$ cat config.mk
export PLATFORM = sky130hd
export DESIGN_NAME = apb_master
export DESIGN_NICKNAME = d
export VERILOG_FILES = /design/src/rtl/apb_pkg.sv /design/src/rtl/apb_master.sv
export SDC_FILE = /design/constraint.sdc
export NUM_CORES = 1
export LEC_CHECK = 0
export CAP_MARGIN = 20
export CORE_MARGIN = 8
export CORE_UTILIZATION = 37
export CTS_CLUSTER_DIAMETER = 80
export CTS_CLUSTER_SIZE = 30
export DETAILED_ROUTE_END_ITERATION = 8
export PLACE_DENSITY = 0.79
export REMOVE_ABC_BUFFERS = 1
export SYNTH_ARGS = -nofsm -noshare
export SYNTH_HDL_FRONTEND = slang
export SYNTH_SLANG_ARGS = --single-unit
$ cat constraint.sdc
create_clock -name pclk -period 1.1 [get_ports pclk]
set_input_delay 0.22 -clock pclk [delete_from_list [all_inputs] [get_ports pclk]]
set_output_delay 0.22 -clock pclk [all_outputs]
set_load 0.02 [all_outputs]
$ cat src/rtl/apb_pkg.sv
// Shared APB definitions: transfer-state encoding and default bus widths used by
// the requester and by the completer blocks hanging off the same bus.
package apb_pkg;

    localparam int APB_ADDR_W = 32;
    localparam int APB_DATA_W = 32;

    typedef enum logic [1:0] {
        APB_IDLE   = 2'd0,
        APB_SETUP  = 2'd1,
        APB_ACCESS = 2'd2
    } apb_state_t;

endpackage

$ cat src/rtl/apb_master.sv
// APB requester: turns one valid/ready command at a time into an APB SETUP/ACCESS
// transfer and reports completion on a single-cycle response pulse.
// Optional feature macro APB_TIMEOUT_EN: abort an ACCESS phase after TIMEOUT_CYCLES
// cycles without pready and flag it with rsp_err. Without it ACCESS waits forever.
//
// state      | meaning
// -----------+----------------------------------------------------------
// APB_IDLE   | cmd_ready high, bus deselected, waiting for a command
// APB_SETUP  | psel high, penable low, exactly one cycle
// APB_ACCESS | psel and penable high, waiting for pready (or timeout)
module apb_master
    import apb_pkg::*;
#(
    parameter int ADDR_W         = APB_ADDR_W,
    parameter int DATA_W         = APB_DATA_W,
    parameter int TIMEOUT_CYCLES = 16
) (
    input  logic              pclk,
    input  logic              presetn,
    input  logic              cmd_valid,
    output logic              cmd_ready,
    input  logic              cmd_write,
    input  logic [ADDR_W-1:0] cmd_addr,
    input  logic [DATA_W-1:0] cmd_wdata,
    output logic              rsp_valid,
    output logic [DATA_W-1:0] rsp_rdata,
    output logic              rsp_err,
    output logic              psel,
    output logic              penable,
    output logic              pwrite,
    output logic [ADDR_W-1:0] paddr,
    output logic [DATA_W-1:0] pwdata,
    input  logic [DATA_W-1:0] prdata,
    input  logic              pready
);

    // A zero timeout would abort before the completer ever sees ACCESS.
    if (TIMEOUT_CYCLES < 1) begin : g_bad_timeout
        $error("apb_master: TIMEOUT_CYCLES must be at least 1");
    end

    apb_state_t        state_q, state_d;
    logic              cmd_ready_q, cmd_ready_d;
    logic              psel_q, psel_d;
    logic              penable_q, penable_d;
    logic              pwrite_q, pwrite_d;
    logic [ADDR_W-1:0] paddr_q, paddr_d;
    logic [DATA_W-1:0] pwdata_q, pwdata_d;
    logic              rsp_valid_q, rsp_valid_d;
    logic [DATA_W-1:0] rsp_rdata_q, rsp_rdata_d;
    logic              rsp_err_q, rsp_err_d;

`ifdef APB_TIMEOUT_EN
    localparam int CNT_W = $clog2(TIMEOUT_CYCLES + 1);
    // Last ACCESS cycle allowed to see pready==0 before the transfer is dropped.
    localparam logic [CNT_W-1:0] CNT_LAST = CNT_W'(TIMEOUT_CYCLES - 1);

    logic [CNT_W-1:0] wait_cnt_q, wait_cnt_d;
`endif

    // Next-state and next-output decode; every output is registered below.
    always_comb begin
        state_d     = state_q;
        cmd_ready_d = cmd_ready_q;
        psel_d      = psel_q;
        penable_d   = penable_q;
        pwrite_d    = pwrite_q;
        paddr_d     = paddr_q;
        pwdata_d    = pwdata_q;
        rsp_valid_d = 1'b0;
        rsp_rdata_d = rsp_rdata_q;
        rsp_err_d   = rsp_err_q;
`ifdef APB_TIMEOUT_EN
        wait_cnt_d  = wait_cnt_q;
`endif

        case (state_q)
            APB_IDLE: begin
                cmd_ready_d = 1'b1;
                if (cmd_valid) begin
                    pwrite_d    = cmd_write;
                    paddr_d     = cmd_addr;
                    pwdata_d    = cmd_wdata;
                    psel_d      = 1'b1;
                    penable_d   = 1'b0;
                    cmd_ready_d = 1'b0;
                    state_d     = APB_SETUP;
                end
            end

            APB_SETUP: begin
                penable_d = 1'b1;
                state_d   = APB_ACCESS;
`ifdef APB_TIMEOUT_EN
                wait_cnt_d = '0;
`endif
            end

            APB_ACCESS: begin
                // pready has priority over a timeout landing in the same cycle.
                if (pready) begin
                    psel_d      = 1'b0;
                    penable_d   = 1'b0;
                    rsp_valid_d = 1'b1;
                    rsp_err_d   = 1'b0;
                    rsp_rdata_d = pwrite_q ? '0 : prdata;
                    cmd_ready_d = 1'b1;
                    state_d     = APB_IDLE;
                end
`ifdef APB_TIMEOUT_EN
                else if (wait_cnt_q == CNT_LAST) begin
                    psel_d      = 1'b0;
                    penable_d   = 1'b0;
                    rsp_valid_d = 1'b1;
                    rsp_err_d   = 1'b1;
                    rsp_rdata_d = '0;
                    cmd_ready_d = 1'b1;
                    state_d     = APB_IDLE;
                end else begin
                    wait_cnt_d = wait_cnt_q + 1'b1;
                end
`endif
            end

            default: begin
                psel_d      = 1'b0;
                penable_d   = 1'b0;
                cmd_ready_d = 1'b1;
                state_d     = APB_IDLE;
            end
        endcase
    end

    // State and output registers with synchronous active-low reset.
    always_ff @(posedge pclk) begin
        if (!presetn) begin
            state_q     <= APB_IDLE;
            cmd_ready_q <= 1'b1;
            psel_q      <= 1'b0;
            penable_q   <= 1'b0;
            pwrite_q    <= 1'b0;
            paddr_q     <= '0;
            pwdata_q    <= '0;
            rsp_valid_q <= 1'b0;
            rsp_rdata_q <= '0;
            rsp_err_q   <= 1'b0;
        end else begin
            state_q     <= state_d;
            cmd_ready_q <= cmd_ready_d;
            psel_q      <= psel_d;
            penable_q   <= penable_d;
            pwrite_q    <= pwrite_d;
            paddr_q     <= paddr_d;
            pwdata_q    <= pwdata_d;
            rsp_valid_q <= rsp_valid_d;
            rsp_rdata_q <= rsp_rdata_d;
            rsp_err_q   <= rsp_err_d;
        end
    end

`ifdef APB_TIMEOUT_EN
    // ACCESS wait-state counter for the timeout abort.
    always_ff @(posedge pclk) begin
        if (!presetn) begin
            wait_cnt_q <= '0;
        end else begin
            wait_cnt_q <= wait_cnt_d;
        end
    end
`endif

    assign cmd_ready = cmd_ready_q;
    assign psel      = psel_q;
    assign penable   = penable_q;
    assign pwrite    = pwrite_q;
    assign paddr     = paddr_q;
    assign pwdata    = pwdata_q;
    assign rsp_valid = rsp_valid_q;
    assign rsp_rdata = rsp_rdata_q;
    assign rsp_err   = rsp_err_q;

endmodule

* Word-level counts from Yosys, hierarchy flattened
Cells that the tools add are included.
W data, S select, Z words.
** Storage, ports and cells
- Bits in registers :: 103
- Input port bits :: 101
- Output and inout bits :: 102
- Logic and storage cells :: 34
** Cells by class
- Equality and inequality tests :: 4
- Mux-type cells :: 13
- Bitwise operators :: 1
- Reductions and logical operators :: 7
** Operators with widths (count)
- $mux W32 :: 1
- $reduce_and A2 Y1 :: 5
- $pmux W1 S3 :: 3
- $mux W1 :: 6
- $pmux W2 S3 :: 1
- $mux W2 :: 2
- $ne A2 B2 Y1 const B :: 2
- $reduce_and A3 Y1 :: 1
- $eq A2 B1 Y1 const B :: 1
- $eq A2 B2 Y1 const B :: 1
- $logic_not A2 Y1 :: 1
- $not A1 Y1 :: 1

* Longest topological paths before layout
Gate-level depths: netlist (run 1).
- Depth in word-level cells :: 3
- Gate-level depth with buffers :: 5
- Mapped depth without buffers :: 2

* Worst setup path before layout (run 1)
OpenSTA, ideal clock, no wires.
- Kind :: flip-flop to flip-flop
- From :: register state_q[1]
- To :: register state_q[0]
- Setup time :: 0.115 ns
- Arrival :: 1.147 ns
- Required time :: 0.985 ns
- Slack :: -0.162 ns
- Cell stages (with the launch flop) :: 6
- Buffers on the path :: 3
- Period minus slack after synthesis :: 1.262 ns
- Cell sequence :: dfxtp_1 nor3b_2 buf_6 buf_8 buf_12 and2_1
** On the way
- Cells in the longest elaborated chain, start to end :: 3
- Elaborated cells between the ends (all ways) :: 7
- Those cells by class :: 4 x eq/ne; 1 x mux; 2 x reduce/logical
** RTL lines
- from (decl) :: RTL line apb_master.sv:42 : apb_state_t state_q, state_d;
- from (signal assigned) :: RTL line apb_master.sv:148 : state_q <= state_d;
- $eq A2 B2 Y1 / $logic_not A2 Y1 (equally long branches) :: RTL line apb_master.sv:77 : case (state_q)
- $ne A2 B2 Y1 (no source line)
- $reduce_and A2 Y1 (no source line)
Several ways; a longest one is shown, not always the timed one.
A chain may end at the register's enable or synchronous reset.

* Final worst setup path (run 1)
- From :: register state_q[1]
- To :: register pwdata_q[18] (netlist: pwdata[18])
** On the way
- Cells in the longest elaborated chain, start to end :: 2
** RTL lines
- $logic_not A2 Y1 :: RTL line apb_master.sv:77
- $reduce_and A2 Y1 (no source line)
- to (signal assigned) :: RTL line apb_master.sv:154 : pwdata_q <= pwdata_d;
- to (decl) :: RTL line apb_master.sv:48 : logic [DATA_W-1:0] pwdata_q, pwdata_d;
Every way passes these cells.

==> impl_metrics.csv, run 1 <==
group,metric,value,unit
timing,hold_viol_final,0,
layout,area_growth,53.8,%
floorplanning,die_w,123,µm
global_route,grt_pass1_vias,3939,
worst_setup_path,cp.required,1.36,ns
logic_synthesis,synth_most_common_cell,"nand2_1",
drt,drt_pass1_iterations,4,
global_route,grt_max_degree,80,
logic_synthesis,ys_warn_count,0,
layout,num_antenna_cells,0,
floorplanning,die_area,15100,µm²
worst_setup_path,worstPathCellList,"nor3b_4 -> buf_12 -> buf_12 -> mux2i_1",
worst_setup_path,slowest_stage,"dfxtp_2",
logic_synthesis,syn_area,4210,µm²
floorplanning,start_util,37.4,%
timing,min_period,1.22,ns
power_and_ir_drop,p_leak,2.81,nW
clock_network,cts_tree,"done",
worst_hold_path,hold_end,"cmd_ready",
global_route,grt_first_pass_wirelength,19600,µm
global_route,antenna_found_initial,0,
clock_network,cts_buffer_depth,2,
drt,post_drt_via_cell_ratio,4.73,
clock_network,cts_made_buffers,9,
worst_setup_path,path_buf_inv,2,
worst_hold_path,min_path_type,"in -> reg",
worst_setup_path,startpoint_type,"flop",
floorplanning,io_pins,203,
clock_network,clock_sinks,102,
worst_setup_path,critical-path-top-delay-family,"flip-flops",
worst_setup_path,r2r-start,"state_q[1]",
timing,setup_violations,98,
layout,design_area,6480,µm²
logic_synthesis,synth-async-reset-ratio,0,%
floorplanning,rows,39,
logic_synthesis,synthCells,445,
placed_design,place_ws,-0.486,ns
global_route,grt_overflow,0,
clock_network,root_buffer,"clkbuf_16",
logic_synthesis,synth_area_leaders,"dfxtp_1 48%, mux2i_1 23%, nand2_1 14%",
logic_synthesis,ys.flop_type,"dfxtp_1",
drt,drc,0,
logic_synthesis,ys_ff_latch,102,
timing,fmax,0.822,GHz
layout,finalNonFillerCells,795,
global_route,grtUsageMet3,4.83,%
global_route,grt.total_usage,16.2,%
layout,final_util,57.5,%
worst_setup_path,crit_top_cell,"buf_12",
layout,seq_area,2050,µm²
layout,layout-drive-gt1-share,24.1,%
worst_hold_path,hp-start,"presetn",
timing,fin_skew,0.00315,ns
drt,ant_nets,0,
drt,first_iter_violations,194,
worst_setup_path,path_max_fanout,16,
drt,vias,3763,
logic_synthesis,synth_area_per_cell,9.46,µm²
placed_design,placed_cells,775,
logic_synthesis,netlist_top_cells_count,"162 x nand2_1, 102 x dfxtp_1, 97 x mux2i_1, 32 x nand3b_1, 21 x clkbuf_1",
logic_synthesis,synth_top_area_share,48.5,%
worst_setup_path,arrival,1.47,ns
timing,setup_ws,-0.116,ns
placed_design,io_buffer_count,201,
worst_setup_path,setup.worst_path.end_class,"flop",
layout,final_nets,748,
power_and_ir_drop,p_per_area,1380,nW/µm²
clock_network,clk_pin_slew,0.07,ns
worst_setup_path,ff2ff_path_depth,4,
worst_setup_path,path_class,"reg -> reg",
outcome,violations,"negative setup slack",
floorplanning,core-area,11300,µm²
placed_design,place_area,6460,µm²
drt,wl_per_cell,16.0,µm
global_route,gr-usage-met2,27.6,%
layout,multiInputGateArea,1940,µm²
worst_setup_path,reg2reg_slack,-0.12,ns
placed_design,gp_congestion,0.760,
timing,maxSlewViolCount,0,
logic_synthesis,yosysTopAreaCell,"dfxtp_1",
layout,fill_cells,1017,
placed_design,hpwl,9400,µm
logic_synthesis,synth.distinct_cells,21,
logic_synthesis,synth_edf_count,0,
global_route,busiest_layer,"met2",
outcome,status,"finished, violations left",
timing,rsz0062_at_grt,"yes",
floorplanning,die_h,123,µm
power_and_ir_drop,irDropWorstVdd,0.928,mV
flow_run,maxCapViolCount,0,
logic_synthesis,yosysSeqAreaShare,48.5,%
global_route,grt_use_met1,18.7,%
clock_network,h-tree-depth,3,
clock_network,clock_latency,0.33,ns
power_and_ir_drop,power,0.00893,W
worst_setup_path,timing.rr.end,"pwdata[18]",
worst_hold_path,worstHoldPathCells,3,
drt,wirelength,12700,µm
worst_setup_path,cpPeakStageDelay,0.35,ns
timing,finalCritPeriodShare,111,%
==> layer usage <==
layer | routed length, µm | share of wire (%)
met1 | 5390 | 42
met2 | 6020 | 47
met3 | 1060 | 8.4
met4 | 236 | 1.9
met5 | 0 | 0
==> cell families after synthesis <==
family	count (synthesis)	share of synthesized area, %
multiplexers	97	23.1
flip-flops	102	48.5
buffers and inverters	38	5.88
AO/OA/AOI/OAI	4	0.683
other	1	0.0890
AND/OR/NAND/NOR	203	21.8
==> repair_timing <==
item,CTS,global route
gates cloned,1,1
resized for setup,413,65
setup buffers,2,0
hold buffers,0,0
endpoints found under the setup margin,197,156
hold endpoints to repair,0,0
==> where the power goes <==
group / total (W) / internal (W) / switching, W / leakage (nW)
Combinational: 0.00172 / 0.000904 / 0.000819 / 1.83
Sequential: 0.00403 / 0.00391 / 0.000121 / 0.837
Clock: 0.00318 / 0.00183 / 0.00136 / 0.142
==> state kept, by name, indices dropped and copies added (netlist names) <==
register,flops
cmd_ready,1
paddr,32
psel,1
pwdata,32
pwrite,1
rsp_rdata,32
rsp_valid,1
state_q,2
==> placed cells by master (no fill, tap or decap), drive strengths merged <==
| master | instances |
|---|---|
| a22o | 1 |
| and2 | 3 |
| and3b | 1 |
| buf | 129 |
| bufinv | 1 |
| clkbuf | 12 |
| clkdlybuf4s50 | 99 |
| clkinv | 2 |
| clkinvlp | 2 |
| conb | 1 |
| dfxtp | 102 |
| mux2i | 97 |
| nand2 | 162 |
| nand3b | 32 |
| nor2b | 1 |
| nor3b | 3 |
| nor4b | 1 |
| o21a | 1 |
| o21ai | 1 |
| o31ai | 1 |
==> worst max-delay path by stage <==
stage	slack, ns	from	end	cells after the start
2_1_floorplan	-3.62	state_q[1]	cmd_ready	2
5_1_grt	-0.17	state_q[1]	paddr[12]	4
4_1_cts	-0.14	state_q[1]	paddr[14]	4
3_3_place_gp	-0.42	cmd_valid	pwdata[0]	5
3_5_place_dp	-0.49	cmd_valid	paddr[14]	5
6_report	-0.12	state_q[1]	pwdata[18]	4
==> worst register-to-register path, stage by stage (launching register included) <==
cell,delay [ns]
dfxtp_2,0.35
nor3b_4,0.23
buf_12,0.17
buf_12,0.18
mux2i_1,0.21
==> cell type report <==
cell class	count	share of cell area [%]
flip-flops and latches	102	31.7
clock buffers	11	3.75
well taps	143	2.76
clock inverters	5	0.908
multi-input cells	305	29.9
repair buffers	229	31.0
==> through the flow <==
step,hold WS [ns],TNS [ns]
final,0.276,-6.33
after global routing,0.282,-10.88
after CTS,0.267,-7.35
after detailed placement,0.448,-44.98
after global placement,0.442,-41.74
after floorplan,0.291,-273.54
(Power assumes the default switching activity.)
==> inputs of run 2 (changes only) <==
--- a/config.mk
+++ b/config.mk
@@ -7,12 +7,13 @@
 export LEC_CHECK = 0
 export CAP_MARGIN = 20
 export CORE_MARGIN = 8
-export CORE_UTILIZATION = 37
+export CORE_UTILIZATION = 40
 export CTS_CLUSTER_DIAMETER = 80
 export CTS_CLUSTER_SIZE = 30
 export DETAILED_ROUTE_END_ITERATION = 8
-export PLACE_DENSITY = 0.79
+export PLACE_DENSITY = 0.81
 export REMOVE_ABC_BUFFERS = 1
+export SLEW_MARGIN = 20
 export SYNTH_ARGS = -nofsm -noshare
 export SYNTH_HDL_FRONTEND = slang
 export SYNTH_SLANG_ARGS = --single-unit
==> constraint.sdc (replaced) <==
create_clock -name pclk -period 1.35 [get_ports pclk]
set_input_delay 0.27 -clock pclk [delete_from_list [all_inputs] [get_ports pclk]]
set_output_delay 0.27 -clock pclk [all_outputs]
set_load 0.02 [all_outputs]
==> run 2 against run 1 <==
The run now ends clean. Via count is 1.7% lower. Global-route usage is 0.69 points higher. Final cell count is 0.63% lower. Sequential share of layout area is 0.30 points higher. Clock skew is 0.0061 ns higher. Clock-buffer cell count stayed put. Cell area is 1.4% lower. Setup slack better by 0.17 ns. Non-clock buffer count is 2 higher.
==> impl_metrics.csv, run 2 (synthesis gave the netlist of run 1 again) <==
group,metric,value,unit
global_route,grt_pass1_vias,3861,
placed_design,gp_congestion,0.777,
worst_hold_path,hp-start,"presetn",
worst_setup_path,ff2ff_path_depth,4,
worst_setup_path,slowest_stage,"dlygate4sd2_1",
worst_setup_path,critical-path-top-delay-family,"buffers and inverters",
worst_setup_path,path_buf_inv,1,
clock_network,cts_buffer_depth,2,
worst_setup_path,arrival,1.03,ns
outcome,status,"finished, final reports clean",
clock_network,clock_sinks,102,
placed_design,hpwl,9620,µm
clock_network,clock_latency,0.35,ns
layout,area_growth,51.7,%
timing,rsz0062_at_grt,"no",
layout,design_area,6390,µm²
clock_network,post_cts_buffers,0,
power_and_ir_drop,p_leak,2.68,nW
layout,mostFrequentLayoutCell,"nand2_1",
clock_network,h-tree-depth,3,
drt,wirelength,12400,µm
drt,ant_nets,0,
timing,fmax,0.769,GHz
floorplanning,die_w,119,µm
layout,final_nets,750,
flow_run,maxCapViolCount,0,
timing,setup_tns,0,ns
global_route,grt.total_usage,16.9,%
global_route,grt_overflow,0,
power_and_ir_drop,power,0.00641,W
clock_network,clk_pin_slew,0.10,ns
timing,holdWs,0.374,ns
drt,wl_per_cell,15.6,µm
global_route,grt_first_pass_wirelength,19800,µm
floorplanning,die_area,14100,µm²
worst_setup_path,path_max_fanout,2,
clock_network,root_buffer,"clkbuf_8",
worst_setup_path,startpoint_type,"flop",
layout,layout-drive-gt1-share,14.7,%
drt,drc,0,
placed_design,io_buffer_count,201,
placed_design,place_area,6440,µm²
layout,layout_common_cells,"162 x nand2_1, 101 x dfxtp_1, 99 x clkdlybuf4s50_1, 97 x mux2i_1, 49 x clkdlybuf4s15_1",
worst_setup_path,cpPeakStageDelay,0.35,ns
worst_hold_path,hold_end,"rsp_rdata[29]",
timing,min_period,1.30,ns
clock_network,cts_made_buffers,9,
floorplanning,core-area,10300,µm²
power_and_ir_drop,irDropWorstVdd,0.680,mV
worst_setup_path,r2r-start,"state_q[0]",
worst_setup_path,timing.rr.end,"pwdata[28]",
worst_setup_path,path_class,"reg -> out",
layout,num_antenna_cells,0,
layout,fill_cells,878,
clock_network,cts_tree,"done",
timing,maxSlewViolCount,0,
worst_setup_path,cp.required,1.08,ns
clock_network,hold_buffers,0,
worst_setup_path,setup.worst_path.end_class,"output port",
drt,vias,3698,
global_route,antenna_found_initial,0,
global_route,grt_max_degree,42,
floorplanning,start_util,41.0,%
timing,finalCritPeriodShare,96.3,%
worst_hold_path,worstHoldPathCells,3,
worst_setup_path,reg2reg_slack,0.10,ns
worst_setup_path,worstPathCellList,"dlygate4sd2_1",
timing,hold_viol_final,0,
floorplanning,die_h,119,µm
floorplanning,rows,37,
drt,drt_pass1_iterations,4,
drt,first_iter_violations,214,
power_and_ir_drop,p_per_area,1000,nW/µm²
floorplanning,io_pins,203,
worst_hold_path,min_path_type,"in -> reg",
timing,setup_violations,0,
drt,post_drt_via_cell_ratio,4.68,
timing,fin_skew,0.00925,ns
## run 2: cell type report
class	instances	area [µm²]	share of cell area (%)
flip-flops and latches	102	2040	32.0
well taps	136	170	2.66
clock buffers	11	141	2.21
repair buffers	231	2060	32.3
clock inverters	5	40.0	0.627
multi-input cells	305	1930	30.2
## run 2: worst max-delay path by stage
| stage | start | to | slack (ns) | cells after the start |
|---|---|---|---|---|
| final | paddr[23] | paddr[23] | 0.05 | 1 |
| after global routing | pwdata[16] | pwdata[16] | 0.0002 | 1 |
| after CTS | pwdata[30] | pwdata[30] | 0.0004 | 1 |
| after detailed placement | cmd_valid | pwdata[28] | -0.25 | 5 |
| after global placement | cmd_valid | paddr[1] | -0.22 | 5 |
| after floorplan | state_q[1] | cmd_ready | -3.37 | 2 |
## run 2: repair_timing
action,4_1_cts,5_1_grt
gates resized for setup,126,118
endpoints found under the hold margin,0,0
setup endpoints to repair,101,94
## run 2: per-layer routing
layer  track usage [%]  wire length (µm)  up-vias
li1                  -                 -     1859
met1              20.3              5490     1683
met2              27.9              5710      146
met3              6.04              1030       10
met4              4.58               133        0
met5                 0                 0        -
## run 2: per-stage QoR
stage	cells	utilization, %	setup slack, ns
finish	790	62.2	0.0503
global route	790	62.2	0.000243
CTS	790	63.5	0.000407
detailed placement	774	62.6	-0.249
global placement	774	62.6	-0.217
floorplan	407	-	-3.37
## run 2: tightest hold or removal path, cell delays in order
cell and delay [ns]:
buf_4 0.23, nand2_1 0.11, mux2i_1 0.06
## run 2: report_power, final
group | switching [W] | leakage [nW] | internal, W
Clock | 0.00103 | 0.0947 | 0.000744
Sequential | 0.000100 | 0.835 | 0.00318
Combinational | 0.000655 | 1.75 | 0.000696
